==> src/rtl/systolic_feeder.sv <==
// Systolic PE-chain feeder: FIFO-buffered sample words held for timing+1 clocks each, with slot/window strobes.
// Latency: a word pushed into an empty FIFO while IDLE reaches outputword two edges later; in RUN it waits for the next slot boundary.
// Backpressure: in_ready is low only while the FIFO is full; an empty FIFO at a slot start emits zero and sets underrun.

module systolic_feeder_fifo #(
    parameter int W     = 16,
    parameter int DEPTH = 8,
    parameter int AW    = 3
) (
    input  logic          clk30x,
    input  logic          reset_n,
    input  logic          push_vld,
    input  logic [W-1:0]  push_dat,
    output logic          push_rdy,
    input  logic          pop_vld,
    output logic [W-1:0]  pop_dat,
    output logic [AW:0]   level
);
    localparam logic [AW:0] FULL_LVL = (AW+1)'(DEPTH);

    logic [W-1:0]  mem [DEPTH];
    logic [AW-1:0] wr_ptr;
    logic [AW-1:0] rd_ptr;
    logic          do_push;
    logic          do_pop;

    assign push_rdy = (level != FULL_LVL);
    assign do_push  = push_vld && push_rdy;
    assign do_pop   = pop_vld && (level != '0);
    assign pop_dat  = mem[rd_ptr];

    always_ff @(posedge clk30x) begin
        if (do_push) begin
            mem[wr_ptr] <= push_dat;
        end
    end

    // Pointers are AW bits wide, so they wrap modulo DEPTH for free.
    always_ff @(posedge clk30x) begin
        if (!reset_n) begin
            wr_ptr <= '0;
            rd_ptr <= '0;
            level  <= '0;
        end else begin
            if (do_push) begin
                wr_ptr <= wr_ptr + 1'b1;
            end
            if (do_pop) begin
                rd_ptr <= rd_ptr + 1'b1;
            end
            if (do_push && !do_pop) begin
                level <= level + 1'b1;
            end else if (do_pop && !do_push) begin
                level <= level - 1'b1;
            end
        end
    end
endmodule

module systolic_feeder #(
    parameter int WORDLENGTH = 16,
    parameter int DEPTH      = 8,
    parameter int AW         = 3
) (
    input  logic                  clk30x,
    input  logic                  reset_n,
    input  logic [WORDLENGTH-1:0] in_word,
    input  logic                  in_valid,
    output logic                  in_ready,
    input  logic [31:0]           timing,
    output logic [WORDLENGTH-1:0] outputword,
    output logic                  pe_reset,
    output logic                  word_strobe,
    output logic [2:0]            word_index,
    output logic                  window_done,
    output logic                  underrun,
    output logic [AW:0]           fifo_level
);
    typedef enum logic [1:0] {
        IDLE  = 2'd0,
        PRIME = 2'd1,
        RUN   = 2'd2
    } state_t;

    state_t                state;
    logic [31:0]           cnt;
    logic [31:0]           tlat;
    logic [WORDLENGTH-1:0] head;
    logic                  fifo_empty;
    logic                  fifo_pop;
    logic                  slot_end;

    systolic_feeder_fifo #(
        .W     (WORDLENGTH),
        .DEPTH (DEPTH),
        .AW    (AW)
    ) u_fifo (
        .clk30x   (clk30x),
        .reset_n  (reset_n),
        .push_vld (in_valid),
        .push_dat (in_word),
        .push_rdy (in_ready),
        .pop_vld  (fifo_pop),
        .pop_dat  (head),
        .level    (fifo_level)
    );

    assign fifo_empty  = (fifo_level == '0);
    assign slot_end    = (state == RUN) && (cnt == tlat);
    assign fifo_pop    = ((state == PRIME) || slot_end) && !fifo_empty;
    assign window_done = slot_end && (word_index == 3'd7);

    // PRIME releases pe_reset one cycle before the first slot so the PE count steps -1 -> 0 in lock-step with cnt.
    always_ff @(posedge clk30x) begin
        if (!reset_n) begin
            state       <= IDLE;
            cnt         <= '0;
            tlat        <= '0;
            outputword  <= '0;
            pe_reset    <= 1'b1;
            word_strobe <= 1'b0;
            word_index  <= '0;
            underrun    <= 1'b0;
        end else begin
            word_strobe <= 1'b0;
            case (state)
                IDLE: begin
                    pe_reset   <= 1'b1;
                    outputword <= '0;
                    if (!fifo_empty) begin
                        state    <= PRIME;
                        pe_reset <= 1'b0;
                    end
                end
                PRIME: begin
                    state       <= RUN;
                    outputword  <= head;
                    word_strobe <= 1'b1;
                    word_index  <= '0;
                    tlat        <= timing;
                    cnt         <= '0;
                end
                RUN: begin
                    if (slot_end) begin
                        cnt         <= '0;
                        word_index  <= word_index + 1'b1;
                        tlat        <= timing;
                        word_strobe <= 1'b1;
                        if (!fifo_empty) begin
                            outputword <= head;
                        end else begin
                            // PEs free-run, so the slot still advances with a zero word.
                            outputword <= '0;
                            underrun   <= 1'b1;
                        end
                    end else begin
                        cnt <= cnt + 32'd1;
                    end
                end
                default: begin
                    state <= IDLE;
                end
            endcase
        end
    end
endmodule

==> config.mk <==
export PLATFORM = sky130hd
export DESIGN_NAME = systolic_feeder
export DESIGN_NICKNAME = d
export VERILOG_FILES = /design/src/rtl/systolic_feeder.sv
export SDC_FILE = /design/constraint.sdc
export NUM_CORES = 1
export LEC_CHECK = 0
export ABC_AREA = 1
export BUFFER_PORTS_ARGS = -buffer_cell sky130_fd_sc_hd__buf_2
export CAP_MARGIN = 25
export CORE_ASPECT_RATIO = 0.7
export CORE_MARGIN = 2
export CORE_UTILIZATION = 40
export DETAILED_ROUTE_END_ITERATION = 7
export HOLD_SLACK_MARGIN = 0.08
export RECOVER_POWER = 100
export SYNTH_ARGS = -nofsm -noshare
export SYNTH_HDL_FRONTEND = slang
export SYNTH_SLANG_ARGS = --single-unit
export TNS_END_PERCENT = 5
==> constraint.sdc <==
create_clock -name clk30x -period 7.4 [get_ports clk30x]
set_input_delay 0 -clock clk30x [delete_from_list [all_inputs] [get_ports clk30x]]
set_output_delay 0 -clock clk30x [all_outputs]
set_load 0.05 [all_outputs]
Word level (Yosys, flattened, before mapping)

Memories as Yosys holds them, arrays and structs flattened. A register that Yosys moved wholly into a read port is not among the register bits.
Cells that the tools add are included.

Logic and storage cells: 67
Memory bits (writable): 128
Memories: 1
Register bits: 98
Output and inout port bits: 28

Memories:

| name       | words | bits a word | read ports | clocked after memory_dff | write ports | line | source |
|---|---|---|---|---|---|---|---|
| u_fifo.mem | 8     | 16          | 1          | 1                        | 1           | 21   | `logic [W-1:0] mem [DEPTH];` |

Equal/unequal tests: 7
Muxes and demuxes: 20
Bitwise operators: 1
Reductions and logical operators: 21
Add/sub/neg operators: 6

Operator list:

| operator              | count |
|---|---|
| $pmux 32 s2           | 2 |
| $mux 32               | 2 |
| $pmux 16 s3           | 1 |
| $add 32x1->32 const B | 1 |
| $eq 32x32->1          | 1 |
| $mux 16               | 2 |
| $add 3x1->3 const B   | 3 |
| $mux 3                | 3 |
| $mux 4                | 2 |
| $logic_and 1x1->1     | 7 |
| $pmux 2 s3            | 1 |
| $pmux 3 s2            | 1 |
| $reduce_and 2->1      | 3 |
| $add 4x1->4 const B   | 1 |
| $logic_not 4->1       | 1 |
| $mux 1                | 4 |
| $ne 2x2->1 const B    | 2 |
| $ne 4x4->1 const B    | 1 |
| $reduce_bool 2->1     | 2 |
| $reduce_bool 4->1     | 1 |
| $sub 4x1->4 const B   | 1 |
| $eq 3x3->1 const B    | 1 |
| $logic_not 1->1       | 3 |
| $reduce_and 3->1      | 1 |
| 8 further kinds       | 8 |

Longest topological paths before layout

Gate-level depths: netlist of the first run.

Depth after elaboration: 8
Depth in mapped cells: 21
Depth with buffers taken out: 21

By module

A second synthesis of the first run with hierarchy kept.

Cell total of the unflattened synthesis: 1126
Area, all modules: 10239.8 µm²

By module, submodules not included:

| module               | times used | area an instance (µm²) | cells an instance |
|---|---|---|---|
| systolic_feeder_fifo | 1          | 5693.0                 | 487 |
| systolic_feeder      | 1          | 4546.9                 | 639 |

Worst setup path after synthesis of the first run

No wires, ideal clock.

Path kind: register to register
Start point: register u_fifo.level[0]
End point: register u_fifo.level[3]
Path slack: 4562 ps
Required time: 7280 ps
Cell stages (with the launch flop): 16
Library setup time: 120 ps
Clock period less this slack: 2838 ps
Arrival: 2719 ps
Path through: dfxtp_1 nor2_1 nand3_1 nand2_1 inv_1 ha_1 inv_1 ha_1 nand2_1 nand2_1 a21oi_1 nor2_1 nor2_1 nand2_1 o21ai_0 a21oi_1

Elaborated cells between the ends (all ways): 16

RTL lines:

| element                     | line | source |
|---|---|---|
| from (decl)                 | 17   | `output logic [AW:0] level` |
| from (signal assigned)      | 52   | `level <= level + 1'b1;` |
| from (signal assigned)      | 54   | `level <= level - 1'b1;` |
| $ne 4x4->1 *                | 27   | `assign push_rdy = (level != FULL_LVL);` |
| net in_ready                | 69   | `output logic in_ready,` |
| $logic_and 1x1->1 *         | 28   | `assign do_push = push_vld && push_rdy;` |
| net u_fifo.do_push          | 24   | `logic do_push;` |
| $logic_not 1->1             | 53   | `end else if (do_pop && !do_push) begin` |
| $logic_and 1x1->1           | 53   |  |
| $reduce_bool 2->1 (no line) | --   |  |

The timed path passes the listed nets; every way through them passes the cells marked *. The select of a mux whose other input is x is not followed.
A chain may end at the register's enable or synchronous reset.

Final worst setup path of the first run

Start point: register cnt[12]
End point: register cnt[2]

Word-level cells in the longest chain between the ends: 4

RTL lines:

| element                | line | source |
|---|---|---|
| from (decl)            | 86   | `logic [31:0] cnt;` |
| from (signal assigned) | 157  | `cnt <= cnt + 32'd1;` |
| $eq 32x32->1           | 109  | `assign slot_end = (state == RUN) && (cnt == tlat);` |
| $logic_and 1x1->1      | 109  |  |
| $mux 32                | 144  | `if (slot_end) begin` |
| $pmux 32 s2            | 126  | `case (state)` |

No other way between the ends.

==> results of run 1 <==
[power by group]
| part | internal (mW) | switching (mW) |
|---|---|---|
| clock | 0.686 | 0.483 |
| combinational | 0.411 | 0.959 |
| sequential | 1.51 | 0.104 |
| total | 2.61 | 1.55 |
[Yosys cell counts (all sizes together)]
| master | count |
|---|---|
| nand2 | 240 |
| dfxtp | 101 |
| o31ai | 1 |
| nor4 | 2 |
| o211ai | 1 |
| or2 | 2 |
| o21ai | 109 |
| a21oi | 65 |
| nand4 | 8 |
| buf | 27 |
| fa | 1 |
| nor2 | 198 |
| o22ai | 2 |
| xor2 | 12 |
| nor3 | 10 |
| nand3 | 76 |
| inv | 63 |
| edfxtp | 128 |
| clkbuf | 26 |
| xnor2 | 25 |
| nand3b | 1 |
| ha | 13 |
[cell type report]
class | count | area [sq um] | share of cell area
Clock inverter | 5 | 25.0 | 0.00211
Clock buffer | 38 | 742 | 0.0627
Tap cell | 325 | 407 | 0.0344
Sequential cell | 229 | 5870 | 0.496
Inverter | 63 | 236 | 0.0200
Timing Repair Buffer | 143 | 953 | 0.0805
Multi-Input combinational cell | 766 | 3610 | 0.305
[timing repair]
action / 4_1_cts / 5_1_grt
setup buffers: 0 / 0
hold endpoints to repair: 182 / 0
hold buffers: 50 / 0
[flip-flops by register name (all words and copies together), names as in the netlist, named ones only]
name	count
state	2
u_fifo.level	4
word_index	3
u_fifo.mem	128
underrun	1
u_fifo.wr_ptr	3
u_fifo.rd_ptr	3
tlat	32
cnt	32
word_strobe	1
outputword	16
pe_reset	1
[metrics by stage]
step	setup slack, ns	area (sq um)	power (mW)	hold slack (ns)	util
global route	2.14	11800	4.43	0.314	0.482
detailed placement	4.24	10600	2.99	0.267	0.432
floorplan	4.56	9980	2.67	0.0989	-
finish	2.64	11800	4.15	0.309	0.482
CTS	4.24	11900	4.18	0.271	0.484
global placement	4.08	10600	2.97	0.267	0.432
[logic make-up (layout without fill, tap and decap cells)]
logic type | Yosys count | in the layout
AOI/OAI and AO/OA | 178 | 178
xor gates and xnor gates | 37 | 37
adders and majority gates | 14 | 14
buffers and inverters | 116 | 249
DFF | 229 | 229
and+or+nand+nor | 537 | 537
[routing by layer]
metal,share of wire,track usage
met5,0.00046,0
met2,0.39,0.248
met1,0.52,0.297
met4,0.016,0.0424
met3,0.070,0.0361
[worst max-delay path, delay by kind of cell, from the launching register on]
family / cells / cell delay, ns
buffers and inverters: 1 / 0.24
DFF: 1 / 0.43
and+or+nand+nor: 11 / 3.95
[path summary, 6_finish.rpt]
path                                 start        to  slack (ns)  cells after the start
worst max-delay path               cnt[12]    cnt[2]        2.64                     12
worst max register to register     cnt[12]    cnt[2]        2.64                     12
worst min register to register    tlat[12]  tlat[12]        0.48                      2
worst min-delay path            timing[31]  tlat[31]        0.31                      4
==> results.yml, run 1 <==
run_status:
  status: "complete, but fails checks"
  failed_checks: "max-capacitance violations, max-slew violations"
sta:
  setup_violations: 0
  report.final.hold_viol_count: 0
  fin_tns_setup_ns: 0
  maxSlewViolCount: 104
  finalCritPeriodShare: 0.644
  fmax_ghz: 0.210
  worst_pin_slew_ns: 2.38
  relSlewSlack: -0.589
  skew_ns: 0.00890
  finalCriticalPeriod_ns: 4.76
  rsz0062_at_grt: "false"
critical_path:
  slowest_delay_ns: 1.71
  cpMostUsedCell: "nand2_1"
  cp_max_fo: 66
  crit_type: "reg -> reg"
  worst_path_max_delay_cell: "nand2_1"
  cp_data_required_time_ns: 7.79
  path_cells: "nand2_1, nand2_1, nand2_1, nor2_1, nand2_1, nor2_1, nand2_2, nand2_1, nand2_4, nand2_1, buf_8, nor3_1"
  critical_path_arrival_ns: 5.16
  end_kind: "register"
  cp-start-kind: "register"
placement:
  dp_hpwl_um: 14800
  gp_congestion: 0.852
  dp.cells: 1473
  numPortBuffers: 78
grt:
  overflow: 0
  grt_usage: 0.184
  grt_pass1_wl_um: 37900
  grt_max_degree: 67
  first_global_vias: 6903
  antenna_found_initial: 1
floorplanning:
  die_y_um: 136
  start_util: 0.406
  fp.dieW_um: 193
  dieArea_sq_um: 26300
  rows: 48
  pin_count: 79
  coreArea_sq_um: 24600
finish:
  finalNonFillerCells: 1569
  final_common_cell: "nand2_1"
  final_cell_mix: "nand2_1, nor2_1, edfxtp_1"
  nFillCells: 2372
  nets: 1292
  drive_gt1_frac: 0.0748
  area_growth_pct: 18.6
  antenna-diode-count: 0
pwr:
  leakagePower_nw: 4.44
  peakVddDrop_uv: 235
  p_per_area_nw_per_um2: 351
routing:
  ant_nets: 0
  vias_per_cell: 4.87
  drc_errors: 0
  route.vias.total: 7645
  dr.pass1.iters: 5
  wirelength_um: 23900
  drt-initial-drc-count: 631
  wl_per_cell_um: 15.2
logic_synthesis:
  synthesis.area_sq_um: 9980
  synth_largest_area_cell: "edfxtp_1"
  synth-seq-cells: 229
  syn_area_per_cell_sq_um: 8.99
  synth_top_area_share: 0.385
  syn_nets: 1176
  synth-simple-area-share: 0.221
  ys_warn_count: 0
  synth_fa_ha_area_frac: 0.0183
  yosys.area_share.xor_xnor: 0.0325
  yosysSeqAreaShare: 0.587
  synth_top_family_by_area: "simple AND/OR/NAND/NOR gates"
  synth_compound_area_frac: 0.0904
  synth_cells: 1111
  yosysUniqueCellTypes: 35
  synth.area.top_cells: "edfxtp_1, dfxtp_1, nand2_1, nor2_1, o21ai_0"
  synthMuxAreaShare: 0
clocking:
  clk_pin_slew_worst_paths_ns: 0.06
  cts_tree: "yes"
  cts_buffers: 24
  cts_resized: 0
  cts.sinks: 229
  clock_latency_ns: 0.51
  root_buffer: "clkbuf_16"
  htree_num_levels: 1
  cts_buffer_depth: 3
min_path:
  hold_path_class: "in -> reg"
run:
  maxCapViolations: 2
No activity file was read; power rests on OpenSTA's default activity.
==> inputs of run 2 (changes only) <==
--- a/config.mk
+++ b/config.mk
@@ -5,7 +5,7 @@
 export SDC_FILE = /design/constraint.sdc
 export NUM_CORES = 1
 export LEC_CHECK = 0
-export ABC_AREA = 1
+export ABC_AREA = 0
 export BUFFER_PORTS_ARGS = -buffer_cell sky130_fd_sc_hd__buf_2
 export CAP_MARGIN = 25
 export CORE_ASPECT_RATIO = 0.7
==> constraint.sdc (replaced) <==
create_clock -name clk30x -period 4.3 [get_ports clk30x]
set_input_delay 0 -clock clk30x [delete_from_list [all_inputs] [get_ports clk30x]]
set_output_delay 0 -clock clk30x [all_outputs]
set_load 0.05 [all_outputs]
==> results.yml, run 2 <==
pwr:
  p_per_area_nw_per_um2: 635
  leakagePower_nw: 4.23
  clockPowerShare: 0.259
  p_seq_frac: 0.355
  p_switching_mw: 3.34
  p_int_mw: 4.93
  swShare: 0.404
  peakVddDrop_uv: 397
  pwr-share-comb: 0.386
critical_path:
  end_kind: "register"
  worst_path_max_delay_cell: "clkbuf_2"
  cp_max_fo: 53
  slowest_delay_ns: 0.84
  path_cells: "xor2_1, nor4_1, nand4_2, clkbuf_2, o2111ai_1, o211ai_1, dlygate4sd3_1"
  cp-start-kind: "register"
  path_buf_inv: 2
  crit_family: "buffers and inverters"
  cp_data_required_time_ns: 4.70
  crit_type: "reg -> reg"
  critical_path_arrival_ns: 4.00
logic_synthesis:
  ys_warn_count: 0
  synthMuxAreaShare: 0.0675
  synthesis.area_sq_um: 11000
  yosysUniqueCellTypes: 49
  synth_largest_area_cell: "edfxtp_1"
  synth_top_family_by_area: "simple AND/OR/NAND/NOR gates"
  synth_compound_area_frac: 0.141
  synth.most_common_cell: "edfxtp_1"
  synth_top_area_share: 0.350
  yosysSeqAreaShare: 0.535
  synthTopCellsByCount: "edfxtp_1, dfxtp_1, clkbuf_1"
  synth_fa_ha_area_frac: 0.0167
  yosys.area_share.xor_xnor: 0.0494
  syn_nets: 994
  ys.flop_type: "edfxtp_1"
  syn_area_per_cell_sq_um: 11.8
  synth.area.top_cells: "edfxtp_1, dfxtp_1, mux4_2, o2111ai_1, xor2_1"
  synth_edf_count: 128
  async_reset_ff_frac: 0
  synth-seq-cells: 229
  synth-simple-area-share: 0.151
  synth_cells: 929
floorplanning:
  start_util: 0.409
  coreArea_sq_um: 26800
  pin_count: 79
  rows: 50
  fp.dieW_um: 202
  die_y_um: 143
  dieArea_sq_um: 28800
min_path:
  hold_path_class: "in -> reg"
clocking:
  htree_num_levels: 1
  root_buffer: "clkbuf_16"
  clk_pin_slew_worst_paths_ns: 0.06
  clock_latency_ns: 0.52
  cts.sinks: 229
  cts_buffer_depth: 3
  cts_buffers: 24
  cts_resized: 0
  cts_tree: "yes"
routing:
  route.vias.total: 8288
  wl_per_cell_um: 20.5
  vias_per_cell: 5.87
  wirelength_um: 29000
  dr.pass1.iters: 5
  drc_errors: 0
  ant_nets: 0
  drt-initial-drc-count: 873
sta:
  setup_slack_ns: 0.703
  finalCritPeriodShare: 0.836
  fin_tns_setup_ns: 0
  setup_violations: 0
  hold_ws_ns: 0.302
  finalCriticalPeriod_ns: 3.60
  skew_ns: 0.00967
  fmax_ghz: 0.278
  report.final.hold_viol_count: 0
  maxSlewViolCount: 0
  worst_pin_slew_ns: 1.33
  relSlewSlack: 0.111
  rsz0062_at_grt: "false"
run_status:
  status: "finished, final reports clean"
grt:
  overflow: 0
  antenna_found_initial: 0
  grt_pass1_wl_um: 45900
  grt_usage: 0.201
  grt_max_degree: 76
  first_global_vias: 7790
placement:
  gp_congestion: 0.826
  dp_slack_ns: 1.11
  dp_hpwl_um: 17600
  numPortBuffers: 78
finish:
  final_cell_mix: "edfxtp_1, dfxtp_1, dlygate4sd3_1"
  drive_gt1_frac: 0.127
  final_common_cell: "edfxtp_1"
  nFillCells: 2377
  nets: 1099
  top_register: "u_fifo.mem"
  largest_reg_flops: 128
  largestRegisters: "u_fifo.mem (128), cnt (32), tlat (32)"
  area_growth_pct: 18.7
  antenna-diode-count: 0
  post-route-util: 0.485
run:
  maxCapViolations: 0
run 2: metrics by stage:
stage               instances  cell area (sq um)  power (mW)
floorplan                 929              11000        5.11
global placement         1304              11600        6.01
detailed placement       1304              11600        6.03
CTS                      1412              13100        8.32
global route             1413              13000        8.70
finish                   1413              13000        8.27
run 2: area by class of cell:
class | instances | area, sq um | area share
timing repair buffer | 169 | 1160 | 0.0891
inverter | 14 | 52.6 | 0.00404
clock inverter | 12 | 160 | 0.0123
multi-input combinational | 596 | 4680 | 0.359
clock buffer | 29 | 641 | 0.0492
tap | 364 | 455 | 0.0350
sequential | 229 | 5870 | 0.451
run 2: power groups by stage:
stage	Sequential (mW)	Combinational, mW	Clock, mW
finish	2.93	3.19	2.14
floorplan	2.93	2.18	0
detailed placement	2.98	3.06	0
global placement	2.96	3.05	0
global route	2.97	3.46	2.26
CTS	2.93	3.21	2.18
run 2: cell families (layout without fill, tap and decap cells):
group | after synthesis | count (layout)
XOR/XNOR | 61 | 61
buffers and inverters | 104 | 224
AND/OR/NAND/NOR | 283 | 283
AO/OA/AOI/OAI | 204 | 204
multiplexers | 34 | 34
flip-flops | 229 | 229
adder cells (fa/ha/maj) | 14 | 14
run 2: what timing repair did:
action                                  4_1_cts  5_1_grt
endpoints found under the setup margin        0        0
hold endpoints to repair                    167        0
buffers inserted                              0        0
hold buffers                                 67        0
run 2: worst paths after layout:
kind,from,to,slack (ns),cells past startpoint
min reg2reg,underrun,underrun,0.48,2
min,timing[7],tlat[7],0.30,4
max reg2reg,cnt[26],tlat[29],0.70,7
max,cnt[26],tlat[29],0.70,7
run 2: worst register-to-register path, stage by stage, from the launching register on:
cell and delay (ns):
dfxtp_1 0.43, xor2_1 0.12, nor4_1 0.49, nand4_2 0.43, clkbuf_2 0.84, o2111ai_1 0.48, o211ai_1 0.12, dlygate4sd3_1 0.57
run 2: layer usage:
metal  global-route usage  vias up  share of wire
met5                    0        -              0
met4               0.0406        0          0.019
met3               0.0291       29          0.055
met2                0.280      269           0.40
met1                0.326     4080           0.53
li1                     -     3910              -
==> inputs of run 3 (changes only) <==
==> constraint.sdc (replaced) <==
create_clock -name clk30x -period 3.05 [get_ports clk30x]
set_input_delay 0 -clock clk30x [delete_from_list [all_inputs] [get_ports clk30x]]
set_output_delay 0 -clock clk30x [all_outputs]
set_load 0.05 [all_outputs]
==> results.yml, run 3 (synthesis results as in run 2) <==
floorplanning:
  dieArea_sq_um: 28800
  start_util: 0.409
  fp.dieW_um: 202
  die_y_um: 143
  rows: 50
  coreArea_sq_um: 26800
  pin_count: 79
placement:
  dp.cells: 1349
  dp_hpwl_um: 18600
  numPortBuffers: 78
  gp_congestion: 0.815
  post_dp_cell_area_sq_um: 12000
  dp_slack_ns: 0.0280
finish:
  finalNonFillerCells: 1447
  top_register: "u_fifo.mem"
  final_cell_mix: "edfxtp_1, dfxtp_1, nand3_1"
  antenna-diode-count: 0
  post-route-util: 0.492
  largestRegisters: "u_fifo.mem (128), cnt (32), tlat (32)"
  drive_gt1_frac: 0.175
  final_area_sq_um: 13200
  final_common_cell: "edfxtp_1"
  nets: 1130
  area_growth_pct: 20.5
  largest_reg_flops: 128
routing:
  wirelength_um: 29800
  wl_per_cell_um: 20.6
  dr.pass1.iters: 5
  vias_per_cell: 5.89
  drt-initial-drc-count: 677
  route.vias.total: 8530
  ant_nets: 0
  drc_errors: 0
clocking:
  cts_buffer_depth: 3
  htree_num_levels: 1
  cts.sinks: 229
  clock_latency_ns: 0.52
  cts_buffers: 25
  clk_pin_slew_worst_paths_ns: 0.06
  cts_tree: "yes"
  root_buffer: "clkbuf_16"
pwr:
  leakagePower_nw: 4.38
  peakVddDrop_uv: 519
  p_per_area_nw_per_um2: 884
  totalPowerFinal_mw: 11.7
min_path:
  min_to: "tlat[21]"
  worstHoldStart: "timing[21]"
  hold_path_class: "in -> reg"
  whs_path_depth: 4
critical_path:
  cp_max_fo: 3
  end_kind: "register"
  crit_type: "reg -> reg"
  r2r_end: "u_fifo.level[3]"
  cp-start-kind: "register"
  cp_data_required_time_ns: 3.50
  critical_path_arrival_ns: 3.34
  reg2reg_depth: 13
  ff2ff_setup_slack_ns: 0.16
  r2r-start: "tlat[7]"
grt:
  grt_max_degree: 76
  antenna_found_initial: 0
  grt_usage: 0.205
  grt_pass1_wl_um: 46300
  first_global_vias: 7745
  overflow: 0
sta:
  fmax_ghz: 0.346
  finalCritPeriodShare: 0.947
  relSlewSlack: 0.287
  setup_violations: 0
  hold_ws_ns: 0.313
  worst_pin_slew_ns: 1.07
  setup_slack_ns: 0.162
  skew_ns: 0.0166
  report.final.hold_viol_count: 0
  maxSlewViolCount: 0
  rsz0062_at_grt: "false"
  finalCriticalPeriod_ns: 2.89
  fin_tns_setup_ns: 0
run_status:
  status: "finished, final reports clean"
run:
  maxCapViolations: 0
run 3: changes by cell type in the layout (fill, tap and decap cells not counted), sizes merged:
cell,before,now
buf,49,90
dlygate4sd3,67,50
clkbuf,82,91
clkinv,5,11
clkinvlp,3,0
bufinv,4,2
run 3: worst max-delay path by stage:
stage | from | to
after floorplan | u_fifo.level[0] | u_fifo.mem[0][0]
after global placement | tlat[26] | u_fifo.level[3]
after detailed placement | tlat[26] | u_fifo.level[3]
after CTS | tlat[26] | u_fifo.level[3]
after global routing | tlat[31] | u_fifo.level[3]
final | tlat[7] | u_fifo.level[3]
run 3: power breakdown:
part	leakage [nW]	switching (mW)	internal (mW)
Clock	0.380	1.22	1.70
Sequential	1.98	0.337	3.66
Combinational	2.02	3.20	1.56
run 3: worst max-delay path, cell delays in order (launching register included):
cell,delay (ns)
dfxtp_1,0.33
xor2_1,0.22
nor4_2,0.34
and4_4,0.31
nand3_4,0.08
a21o_1,0.19
ha_1,0.21
inv_1,0.08
ha_1,0.22
a21o_1,0.19
a21oi_2,0.15
xnor2_1,0.09
or3_1,0.32
a21oi_2,0.11
run 3: repair_timing:
| action | 4_1_cts | 5_1_grt |
|---|---|---|
| endpoints found under the hold margin | 172 | 0 |
| endpoints found under the setup margin | 0 | 1 |
| buffers inserted | 0 | 3 |
| hold buffers | 50 | 0 |
| resized for setup | 0 | 9 |
run 3: cell type report:
| class | count | area [sq um] |
|---|---|---|
| Fill cell | 2414 | 13600 |
| Clock inverter | 13 | 115 |
| Inverter | 14 | 52.6 |
| Tap cell | 364 | 455 |
| Timing Repair Buffer | 199 | 1360 |
| Multi-Input combinational cell | 596 | 4710 |
| Sequential cell | 229 | 5870 |
| Clock buffer | 32 | 662 |
run 3: per-layer routing:
layer / routed length [um] / GRT usage
met4: 391 / 0.0337
met5: 0 / 0
met3: 2130 / 0.0304
met2: 11900 / 0.282
met1: 15300 / 0.338
